===== src/rtl/sort_net_pipe_if.sv =====
// Stream bundle for sort_net_pipe: input beat, sorted output beat and busy flag.
// With SORT_INDEX_EN defined the bundle also carries out_idx (source position per output element).
interface sort_net_pipe_if #(
  parameter int WIDTH = 32,
  parameter int LOG2N = 2
);
  localparam int N = 1 << LOG2N;

  logic               in_valid;
  logic               in_ready;
  logic [N*WIDTH-1:0] in_data;
  logic               in_desc;
  logic               out_valid;
  logic               out_ready;
  logic [N*WIDTH-1:0] out_data;
  logic               out_desc;
  logic               busy;
`ifdef SORT_INDEX_EN
  logic [N*LOG2N-1:0] out_idx;

  modport master (output in_valid, in_data, in_desc, out_ready,
                  input  in_ready, out_valid, out_data, out_desc, busy, out_idx);
  modport slave  (input  in_valid, in_data, in_desc, out_ready,
                  output in_ready, out_valid, out_data, out_desc, busy, out_idx);
`else
  modport master (output in_valid, in_data, in_desc, out_ready,
                  input  in_ready, out_valid, out_data, out_desc, busy);
  modport slave  (input  in_valid, in_data, in_desc, out_ready,
                  output in_ready, out_valid, out_data, out_desc, busy);
`endif
endinterface


===== src/rtl/sort_net_pipe.sv =====
// Fully pipelined bitonic sorter, N = 2^LOG2N elements per beat, per-beat direction, global stall.
// Optional SORT_INDEX_EN: elements carry their input position, ties broken by it, exposed as out_idx.
module sort_net_pipe #(
  parameter int WIDTH  = 32,
  parameter int LOG2N  = 2,
  parameter int SIGNED = 0
) (
  input  logic          clk,
  input  logic          rst,
  sort_net_pipe_if.slave bus
);
  localparam int N  = 1 << LOG2N;
  localparam int L  = LOG2N * (LOG2N + 1) / 2;
  localparam int S  = L + 1;
  localparam int TW = LOG2N;

  logic [WIDTH-1:0] r_data [S][N];
  logic             r_desc [S];
  logic [S-1:0]     r_vld;
  logic [WIDTH-1:0] w_lay  [L][N];
  logic             w_en;
`ifdef SORT_INDEX_EN
  logic [TW-1:0]    r_tag  [S][N];
  logic [TW-1:0]    w_tag  [L][N];
`endif

  function automatic logic gt(input logic [WIDTH-1:0] a, input logic [WIDTH-1:0] b);
    logic signed [WIDTH-1:0] sa;
    logic signed [WIDTH-1:0] sb;
    sa = a;
    sb = b;
    return (SIGNED != 0) ? (sa > sb) : (a > b);
  endfunction

  // A full output stage that is not being drained freezes the whole pipe.
  assign w_en         = !r_vld[S-1] || bus.out_ready;
  assign bus.in_ready = w_en;

  always_ff @(posedge clk or negedge rst) begin
    if (!rst) begin
      r_vld <= '0;
      for (int s = 0; s < S; s++) begin
        r_desc[s] <= 1'b0;
        for (int i = 0; i < N; i++) begin
          r_data[s][i] <= '0;
`ifdef SORT_INDEX_EN
          r_tag[s][i]  <= '0;
`endif
        end
      end
    end else if (w_en) begin
      r_vld     <= {r_vld[S-2:0], bus.in_valid};
      r_desc[0] <= bus.in_desc;
      for (int i = 0; i < N; i++) begin
        r_data[0][i] <= bus.in_data[i*WIDTH +: WIDTH];
`ifdef SORT_INDEX_EN
        r_tag[0][i]  <= TW'(i);
`endif
      end
      // stage s+1 latches the output of compare-exchange layer s
      for (int s = 1; s < S; s++) begin
        r_desc[s] <= r_desc[s-1];
        for (int i = 0; i < N; i++) begin
          r_data[s][i] <= w_lay[s-1][i];
`ifdef SORT_INDEX_EN
          r_tag[s][i]  <= w_tag[s-1][i];
`endif
        end
      end
    end
  end

  // Merge phase k, sub-step at distance 2^J; local direction from bit k of the element index.
  for (genvar k = 1; k <= LOG2N; k++) begin : g_phase
    for (genvar jj = 0; jj < k; jj++) begin : g_layer
      localparam int J  = k - 1 - jj;
      localparam int LI = (k - 1) * k / 2 + jj;
      for (genvar i = 0; i < N; i++) begin : g_ce
        if (((i >> J) & 1) == 0) begin : g_pair
          localparam int P  = i + (1 << J);
          localparam bit UP = (((i >> k) & 1) == 0);
          logic w_agt;
          logic w_bgt;
          logic w_swap;
`ifdef SORT_INDEX_EN
          assign w_agt = gt(r_data[LI][i], r_data[LI][P]) ||
                         ((r_data[LI][i] == r_data[LI][P]) && (r_tag[LI][i] > r_tag[LI][P]));
          assign w_bgt = gt(r_data[LI][P], r_data[LI][i]) ||
                         ((r_data[LI][i] == r_data[LI][P]) && (r_tag[LI][P] > r_tag[LI][i]));
          assign w_tag[LI][i] = w_swap ? r_tag[LI][P] : r_tag[LI][i];
          assign w_tag[LI][P] = w_swap ? r_tag[LI][i] : r_tag[LI][P];
`else
          assign w_agt = gt(r_data[LI][i], r_data[LI][P]);
          assign w_bgt = gt(r_data[LI][P], r_data[LI][i]);
`endif
          // desc flips every comparator's direction; ties never swap
          assign w_swap = (UP ^ r_desc[LI]) ? w_agt : w_bgt;
          assign w_lay[LI][i] = w_swap ? r_data[LI][P] : r_data[LI][i];
          assign w_lay[LI][P] = w_swap ? r_data[LI][i] : r_data[LI][P];
        end
      end
    end
  end

  for (genvar i = 0; i < N; i++) begin : g_out
    assign bus.out_data[i*WIDTH +: WIDTH] = r_data[S-1][i];
`ifdef SORT_INDEX_EN
    assign bus.out_idx[i*TW +: TW]        = r_tag[S-1][i];
`endif
  end

  assign bus.out_valid = r_vld[S-1];
  assign bus.out_desc  = r_desc[S-1];
  assign bus.busy      = |r_vld;

endmodule


===== src/flat_wrapper.sv =====
// flat-port wrapper written by rule: the top's interface ports become plain ports
module sort_net_pipe_flat 
#(
  parameter int WIDTH  = 32,
  parameter int LOG2N  = 2,
  parameter int SIGNED = 0
)
  (clk, rst, bus_in_valid, bus_in_data, bus_in_desc, bus_out_ready, bus_in_ready, bus_out_valid, bus_out_data, bus_out_desc, bus_busy);
  sort_net_pipe_if #(.WIDTH(WIDTH), .LOG2N(LOG2N)) bus_i ();
  input  logic clk;
  input  logic rst;
  input wire logic [$bits(bus_i.in_valid)-1:0] bus_in_valid;
  input wire logic [$bits(bus_i.in_data)-1:0] bus_in_data;
  input wire logic [$bits(bus_i.in_desc)-1:0] bus_in_desc;
  input wire logic [$bits(bus_i.out_ready)-1:0] bus_out_ready;
  output wire logic [$bits(bus_i.in_ready)-1:0] bus_in_ready;
  output wire logic [$bits(bus_i.out_valid)-1:0] bus_out_valid;
  output wire logic [$bits(bus_i.out_data)-1:0] bus_out_data;
  output wire logic [$bits(bus_i.out_desc)-1:0] bus_out_desc;
  output wire logic [$bits(bus_i.busy)-1:0] bus_busy;
  assign bus_i.in_valid = bus_in_valid;
  assign bus_i.in_data = bus_in_data;
  assign bus_i.in_desc = bus_in_desc;
  assign bus_i.out_ready = bus_out_ready;
  assign bus_in_ready = bus_i.in_ready;
  assign bus_out_valid = bus_i.out_valid;
  assign bus_out_data = bus_i.out_data;
  assign bus_out_desc = bus_i.out_desc;
  assign bus_busy = bus_i.busy;
  sort_net_pipe #(.WIDTH(WIDTH), .LOG2N(LOG2N), .SIGNED(SIGNED)) u_core (.clk(clk), .rst(rst), .bus(bus_i));
endmodule

===== config.mk =====
export PLATFORM = sky130hd
export DESIGN_NAME = sort_net_pipe_flat
export DESIGN_NICKNAME = d
export VERILOG_FILES = /design/src/rtl/sort_net_pipe_if.sv /design/src/rtl/sort_net_pipe.sv /design/src/flat_wrapper.sv
export SDC_FILE = /design/constraint.sdc
export NUM_CORES = 1
export LEC_CHECK = 0
export ABC_CLOCK_PERIOD_IN_PS = 3750
export BUFFER_PORTS_ARGS = -buffer_cell sky130_fd_sc_hd__buf_2
export CAP_MARGIN = 10
export CORE_MARGIN = 10
export CORE_UTILIZATION = 50
export CTS_BUF_LIST = sky130_fd_sc_hd__clkbuf_8 sky130_fd_sc_hd__clkbuf_16
export DETAILED_ROUTE_END_ITERATION = 6
export PLACE_DENSITY = 0.69
export SYNTH_ARGS = -nofsm -noshare
export SYNTH_HDL_FRONTEND = slang
export SYNTH_SLANG_ARGS = --single-unit
export TNS_END_PERCENT = 30

===== constraint.sdc =====
create_clock -name clk -period 3.75 [get_ports clk]
set_input_delay 0.1875 -clock clk [delete_from_list [all_inputs] [get_ports clk]]
set_output_delay 0.1875 -clock clk [all_outputs]
set_load 0.02 [all_outputs]

==> run metrics, run 1 <==
final setup violation count=0; Setup Total Neg Slack=0 ps; Die Y=~260 µm; sequential-to-total area share from yosys stat=about 45%; relative area change from synthesis to final layout=14.8%; via count of the first global-routing pass=24.8k; WL final=just over 90000 µm; dominant combinational cell family by area after synthesis=compound AO/OA/AOI/OAI gates; cells traversed along the worst timing path=inv_1 > ha_1 > nand4_1 > nor3_1 > a21boi_1 > o41a_1 > nor3_4 > buf_4 > o21ai_0 > a21oi_1; FILL cells=a little over 5k; Clock Sink Count=520; dpl hpwl=63100 µm; residual DRC count=1; FF-to-FF path depth=10; nets=around 3.8k; footprint of the multi-input gates=13300 µm²; post-synthesis share of cell area spent on full adders, half adders and majority gates=between 8 and 9%; setup slack at placement=~380 ps; RSZ-0062 raised after global routing=false; number of max-cap violations=0; mux share of post-synthesis cell area=0%; die area=between 60000 and 70000 µm²; slew at the pin closest to its max-slew limit=roughly 1100 ps; pin count of the biggest net entering global routing=approximately 220; via density per instance=6.15; Starting Density=between 50% and 60%; final instance area=roughly 33000 µm²; peak clock frequency supported by timing=around 290 MHz; FF+latch count, synth=between 500 and 600; Critical path destination=u_core.r_data[218]; class of the most critical hold timing path=in -> async; final hold vios=0; post-CTS setup buffer count=0; global-route total usage across every layer=between 20% and 30%; violations in the final reports=DRC; fraction of layout instances using a drive strength above 1=between 10 and 15%; Via Count=between 20k and 30k; post-layout min period=3420 ps; number of top-level design ports=~270; number of violations reported at the end of detailed-routing iteration 0=3117; slowest stage cell, crit path=sky130_fd_sc_hd__nor3_4; cell count after synthesis=~3.4k; compound-gate portion of the synthesized area=27.3%; standard-cell row count=88; xor/xnor share of the synthesized area=0%; Critical R2R Launch=u_core.r_data[270]; worst skew pair latency=about 600 ps; largest fanout on the critical path=between 40 and 50; number of antenna violations at the first check in global routing=0; library cells used by synthesis=40; syn_area_per_cell=approximately 8.6 µm²; Post-CTS Hold Fix Bufs=around 130; number of nets produced by synthesis=~3.7k; wire per inst=between 20 and 25 µm; number of max-slew violations in the final report=0; reg2reg setup slack=about 330 ps; PD cells=~1100 nW/µm²; Longest Clk Path Bufs=3; Crit Path Category=reg -> reg; sequential cell area in the final layout=between 10000 and 15000 µm²; final-layout worst hold slack=about 220 ps; Worst path max stage delay=around 700 ps; tightest slew margin relative to the limit=roughly a quarter; antenna fix cells=0; worst setup margin=roughly 330 ps; TritonCTS Buffers=57; Clk pin slew, worst setup/hold paths=60 ps; global-route wire length before repair=about 140000 µm; placer's final routability congestion estimate=0.909; setup clock skew after layout=just under 20 ps; area of the mapped netlist=29100 µm²; Yosys warnings=0; worst voltage drop across the vdd grid=~0.00069 V; Critical Path AT=~3900 ps; number of iterations in the first detailed-routing pass=7; share of the clock period used by the worst path after layout=91.1%; count of port buffers added during placement=264; worst r2r dst=u_core.r_data[218]; CP required=between 4000 and 5000 ps; area of the core=roughly 58000 µm²; Post-Synth Simple-Gate Area=about 10%; number of nets with antenna violations after routing=0; horizontal die dimension=approximately 260 µm; total grt overflow=0; Worst Setup End Kind=register; startpoint class of the critical path=register; maximum level of the CTS H-tree=2; post-CTS resize count=0; total placed instance area=30200 µm²; run status=finished with violations; clock tree from TritonCTS=done; Root Buffer Master=sky130_fd_sc_hd__clkbuf_16; Worst setup startpoint=u_core.r_data[270]; leakage=between 15 and 20 nW
-- per-stage QoR --
| step | instances | utilization, % | power [mW] |
|---|---|---|---|
| detailed placement | 4061 | 52.4 | 30.1 |
| finish | 4294 | 57.9 | 36.2 |
| global placement | 4061 | 52.4 | 29.7 |
| floorplan | 3370 | - | 24.8 |
| CTS | 4294 | 57.9 | 35.9 |
| global route | 4294 | 57.9 | 39.0 |
-- worst min-delay path by stage --
stage          startpoint                     end  depth (start not counted)
2_1_floorplan         rst  u_core.bus.out_data[0]                          0
6_report              rst      u_core.r_data[249]                          2
5_1_grt               rst      u_core.r_data[249]                          2
3_3_place_gp          rst      u_core.r_data[249]                          1
3_5_place_dp          rst      u_core.r_data[249]                          1
4_1_cts               rst      u_core.r_data[249]                          2
-- final cells by class --
| class | instances | area share, % |
|---|---|---|
| repair buffers | 453 | 10.5 |
| multi-input cells | 2259 | 39.8 |
| inverters | 195 | 2.22 |
| well taps | 765 | 2.87 |
| flip-flops and latches | 520 | 39.0 |
| clock inverters | 31 | 0.731 |
| clock buffers | 71 | 4.85 |
-- cells in the mapped netlist --
cell / count / area share [%]
sky130_fd_sc_hd__buf_4: 129 / 3.3
sky130_fd_sc_hd__a22oi_1: 128 / 3.3
sky130_fd_sc_hd__a31oi_1: 387 / 8.3
sky130_fd_sc_hd__nand4_1: 42 / 0.90
sky130_fd_sc_hd__nand2b_1: 1 / 0.022
sky130_fd_sc_hd__o41ai_2: 3 / 0.17
sky130_fd_sc_hd__or3_1: 3 / 0.065
sky130_fd_sc_hd__or4_1: 1 / 0.026
sky130_fd_sc_hd__nor2_1: 268 / 3.5
sky130_fd_sc_hd__nor2b_1: 7 / 0.15
sky130_fd_sc_hd__a21oi_1: 327 / 5.6
sky130_fd_sc_hd__clkinv_1: 1 / 0.013
sky130_fd_sc_hd__nand3_1: 27 / 0.47
sky130_fd_sc_hd__a221oi_1: 3 / 0.090
sky130_fd_sc_hd__a21o_1: 21 / 0.54
sky130_fd_sc_hd__a21boi_0: 3 / 0.078
sky130_fd_sc_hd__a211oi_1: 9 / 0.23
sky130_fd_sc_hd__o21ai_0: 463 / 8.0
sky130_fd_sc_hd__nor4_1: 6 / 0.13
sky130_fd_sc_hd__and2_1: 3 / 0.065
sky130_fd_sc_hd__o2bb2ai_1: 3 / 0.090
sky130_fd_sc_hd__o21ai_2: 3 / 0.090
sky130_fd_sc_hd__inv_1: 194 / 2.5
sky130_fd_sc_hd__buf_2: 15 / 0.26
sky130_fd_sc_hd__nand2_1: 310 / 4.0
sky130_fd_sc_hd__nor3_1: 15 / 0.26
sky130_fd_sc_hd__dfrtp_1: 520 / 45
sky130_fd_sc_hd__o21a_1: 6 / 0.16
sky130_fd_sc_hd__o41a_1: 3 / 0.12
sky130_fd_sc_hd__clkbuf_1: 206 / 2.7
sky130_fd_sc_hd__ha_1: 192 / 8.3
sky130_fd_sc_hd__clkbuf_2: 8 / 0.14
sky130_fd_sc_hd__and4_1: 6 / 0.18
sky130_fd_sc_hd__a221o_1: 3 / 0.10
sky130_fd_sc_hd__o211ai_1: 9 / 0.23
sky130_fd_sc_hd__a21boi_1: 3 / 0.078
sky130_fd_sc_hd__nor3_2: 3 / 0.10
sky130_fd_sc_hd__buf_1: 20 / 0.26
sky130_fd_sc_hd__buf_6: 18 / 0.70
sky130_fd_sc_hd__a21oi_2: 1 / 0.030
-- flip-flops by register name, summed over array words and instances (netlist names) --
name and cells:
u_core.r_data 384, u_core.r_desc 3, u_core.bus.out_data 128, u_core.r_vld 4, u_core.bus.out_desc 1
-- layout by cell type, fill, tap and decap left out, types with 23 or more instances in the layout --
master	n
sky130_fd_sc_hd__buf_4	23
sky130_fd_sc_hd__nand3_1	27
sky130_fd_sc_hd__ha_1	192
sky130_fd_sc_hd__a31oi_1	387
sky130_fd_sc_hd__buf_2	263
sky130_fd_sc_hd__nand2_1	307
sky130_fd_sc_hd__dlygate4sd3_1	131
sky130_fd_sc_hd__a22oi_1	128
sky130_fd_sc_hd__dfrtp_1	520
sky130_fd_sc_hd__nor2_1	268
sky130_fd_sc_hd__o21ai_0	463
sky130_fd_sc_hd__a21oi_1	325
sky130_fd_sc_hd__buf_12	35
sky130_fd_sc_hd__nand4_1	42
sky130_fd_sc_hd__clkbuf_16	57
sky130_fd_sc_hd__inv_1	206
-- worst max-delay path: cells and delay by family (launching register included) --
kind | cells | cell delay [ps]
AOI/OAI and AO/OA | 4 | 1010
DFF | 1 | 390
and+or+nand+nor | 3 | 1020
adders and majority gates | 1 | 340
buffers and inverters | 2 | 550
-- where the power goes --
| group | total, mW | internal (mW) | switching, mW | leakage (nW) |
|---|---|---|---|---|
| clock network | 5.64 | 3.29 | 2.35 | 0.982 |
| registers | 11.6 | 8.41 | 3.20 | 6.11 |
| logic | 19.0 | 7.04 | 12.0 | 8.19 |
| total | 36.2 | 18.7 | 17.5 | 15.3 |
-- per-layer routing --
metal	up-vias	share of wire, %	track usage, %
met1	12813	46	40.5
met3	135	9.7	5.00
met4	0	2.5	7.37
met2	1241	41	36.9
li1	12208	-	-
met5	-	0	0
-- kinds of logic after synthesis --
logic type / count (synthesis)
adder cells (fa/ha/maj): 192
flip-flops: 520
AND/OR/NAND/NOR: 692
buffers and inverters: 591
AO/OA/AOI/OAI: 1375
Power figures use the tool's default switching activity.
==> run 2, diff against run 1 <==
--- a/config.mk
+++ b/config.mk
@@ -5,7 +5,7 @@
 export SDC_FILE = /design/constraint.sdc
 export NUM_CORES = 1
 export LEC_CHECK = 0
-export ABC_CLOCK_PERIOD_IN_PS = 3750
+export ABC_CLOCK_PERIOD_IN_PS = 4250
 export BUFFER_PORTS_ARGS = -buffer_cell sky130_fd_sc_hd__buf_2
 export CAP_MARGIN = 10
 export CORE_MARGIN = 10
==> constraint.sdc (replaced) <==
create_clock -name clk -period 4.25 [get_ports clk]
set_input_delay 0.2125 -clock clk [delete_from_list [all_inputs] [get_ports clk]]
set_output_delay 0.2125 -clock clk [all_outputs]
set_load 0.02 [all_outputs]
==> run 2 against run 1 <==
- the run now ends clean
- power decreased by 12%
- worst setup slack improved by 420 ps
- clock power decreased by 8.0%
- count of clock-buffer cells in the layout increased by 9
- register-to-register slack improved by 420 ps
- flip-flop and latch count unchanged
- combinational power decreased by 14%
==> run metrics, run 2 (synthesis gave the netlist of run 1 again) <==
largest fanout on the critical path=47 (+12%); final hold vios=0 (unchanged); leakage=15.2 nW (-0.56%); RSZ-0062 raised after global routing=false; TritonCTS Buffers=57 (unchanged); non-filler instance count after layout=4286 (-0.19%); final total power=31.8 mW (-12%); nets=3800 (-0.29%); sequential cell area in the final layout=13000 µm² (unchanged); number of nets with antenna violations after routing=0 (unchanged); Setup Total Neg Slack=0 ps (unchanged); Worst path max stage delay=1060 ps (+380 ps); final setup violation count=0 (unchanged); class of the most critical hold timing path=in -> reg; number of violations reported at the end of detailed-routing iteration 0=3209 (+3.0%); FILL cells=5121 (+0.87%); setup clock skew after layout=26.6 ps (+7.20 ps); most frequent cells in the layout=sky130_fd_sc_hd__dfrtp_1, sky130_fd_sc_hd__o21ai_0, sky130_fd_sc_hd__a31oi_1; Die Y=261 µm (unchanged); total grt overflow=0 (unchanged); maximum level of the CTS H-tree=2 (unchanged); largest register by flop count=u_core.r_data; pin count of the biggest net entering global routing=207 (-4.2%); number of iterations in the first detailed-routing pass=6 (-1); worst voltage drop across the vdd grid=0.000691 V (-0.45%); via count of the first global-routing pass=24.4k (-1.6%); Clk pin slew, worst setup/hold paths=60 ps (about the same); area of the core=57600 µm² (unchanged); utilization of the core after routing=57.6% (-0.32 points); footprint of the multi-input gates=13300 µm² (unchanged); Starting Density=50.5% (unchanged); relative area change from synthesis to final layout=14.2%; horizontal die dimension=261 µm (unchanged); Worst Setup End Kind=register; wire per inst=21.2 µm (-1.5%); fraction of layout instances using a drive strength above 1=12.1% (-0.22 points); via density per instance=6.12 (-0.47%); global-route total usage across every layer=26.0% (-0.36 points); Crit Path Category=reg -> reg; share of the clock period used by the worst path after layout=82.4% (-8.8 points); number of top-level design ports=265 (unchanged); dpl hpwl=62300 µm (-1.3%); number of antenna violations at the first check in global routing=1 (+1); CP required=4800 ps (+520 ps); Via Count=26.2k (-0.66%); final-layout worst hold slack=71.4 ps (-148 ps); total placed instance area=29900 µm² (-0.98%); global-route wire length before repair=142000 µm (-1.6%); worst skew pair latency=630 ps (+20 ps); Longest Clk Path Bufs=3 (unchanged); die area=68200 µm² (unchanged); worst setup margin=750 ps (+418 ps); most frequent standard cell in the layout excluding fill and tap cells=sky130_fd_sc_hd__dfrtp_1; slew at the pin closest to its max-slew limit=1230 ps (+107 ps); Clock Sink Count=520 (unchanged); peak clock frequency supported by timing=286 MHz (-2.3%); placer's final routability congestion estimate=0.880 (-3.3%); standard-cell row count=88 (unchanged); cells traversed along the worst timing path=ha_1 > a21oi_1 > o21ai_0 > a221oi_1 > o211ai_1 > o21ai_4 > buf_4 > a31oi_1 > a21oi_1; setup slack at placement=760 ps (+380 ps); post-CTS resize count=0 (unchanged); startpoint class of the critical path=register; number of max-cap violations=0 (unchanged); crit-path most repeated cell=sky130_fd_sc_hd__a21oi_1; tightest slew margin relative to the limit=17.5% (-7.4 points); WL final=90700 µm (-1.7%); slowest stage cell, crit path=sky130_fd_sc_hd__o21ai_4; count of buffer and inverter cells on the critical path=1 (-1); PD cells=959 nW/µm² (-12%); clock tree from TritonCTS=done; run status=finished clean; post-layout min period=3500 ps (+82.2 ps); CP delay by family, top=compound AO/OA/AOI/OAI gates; Largest register FFs=384 (unchanged); final instance area=33200 µm² (-0.54%); Root Buffer Master=sky130_fd_sc_hd__clkbuf_16; Placed Instances=4050 (-0.27%); Critical Path AT=4050 ps (+110 ps); count of port buffers added during placement=264 (unchanged); residual DRC count=0 (-1); number of max-slew violations in the final report=0 (unchanged)
[run 2: changes by cell type in the layout (fill, tap and decap cells not counted), sizes merged]
cell | previous run | this run
diode | 0 | 1
buf | 322 | 311
clkinv | 15 | 7
inv | 207 | 208
clkbuf | 71 | 80
[run 2: area by class of cell]
type                            count  area share (%)
Multi-Input combinational cell   2259            40.0
Timing Repair Buffer              442            9.71
Clock inverter                     24           0.630
Inverter                          195            2.23
Antenna cell                        1         0.00754
Sequential cell                   520            39.2
Tap cell                          765            2.88
Clock buffer                       80            5.32
[run 2: layer usage]
metal  vias to the layer above  track usage (%)  part of all wire, %  wire, µm
li1                      12185                -                    -         -
met1                     12652             40.5                   47     42400
met2                      1265             35.7                   41     37100
met3                       122             5.08                  9.8      8880
met4                         0             7.05                  2.5      2290
met5                         -                0                    0         0
[run 2: final timing paths]
path	endpoint	slack, ps	from	depth (start not counted)
setup reg to reg	u_core.r_data[134]	750	u_core.r_data[343]	9
hold reg to reg	u_core.r_vld[0]	500	u_core.r_vld[0]	2
setup / recovery	u_core.r_data[134]	750	u_core.r_data[343]	9
max in group asynchronous	u_core.r_data[454]	2950	rst	3
min in group asynchronous	u_core.bus.out_data[88]	220	rst	2
hold / removal	u_core.r_data[370]	70	bus_out_ready	4
[run 2: tightest hold or removal path, delay by kind of cell]
kind / cells / cell delay, ps
compound gates: 2 / 230
simple gates: 1 / 100
buf+inv: 1 / 100
[run 2: report_power, final]
| group | switching, mW | internal, mW |
|---|---|---|
| Sequential | 2.82 | 7.42 |
| Combinational | 10.4 | 5.96 |
| Clock | 2.09 | 3.10 |
| Total | 15.3 | 16.5 |
[run 2: repair_timing]
item | CTS | global route
setup endpoints to repair | 0 | 0
buffers inserted | 0 | 0
hold buffers | 131 | 0
endpoints found under the hold margin | 230 | 0
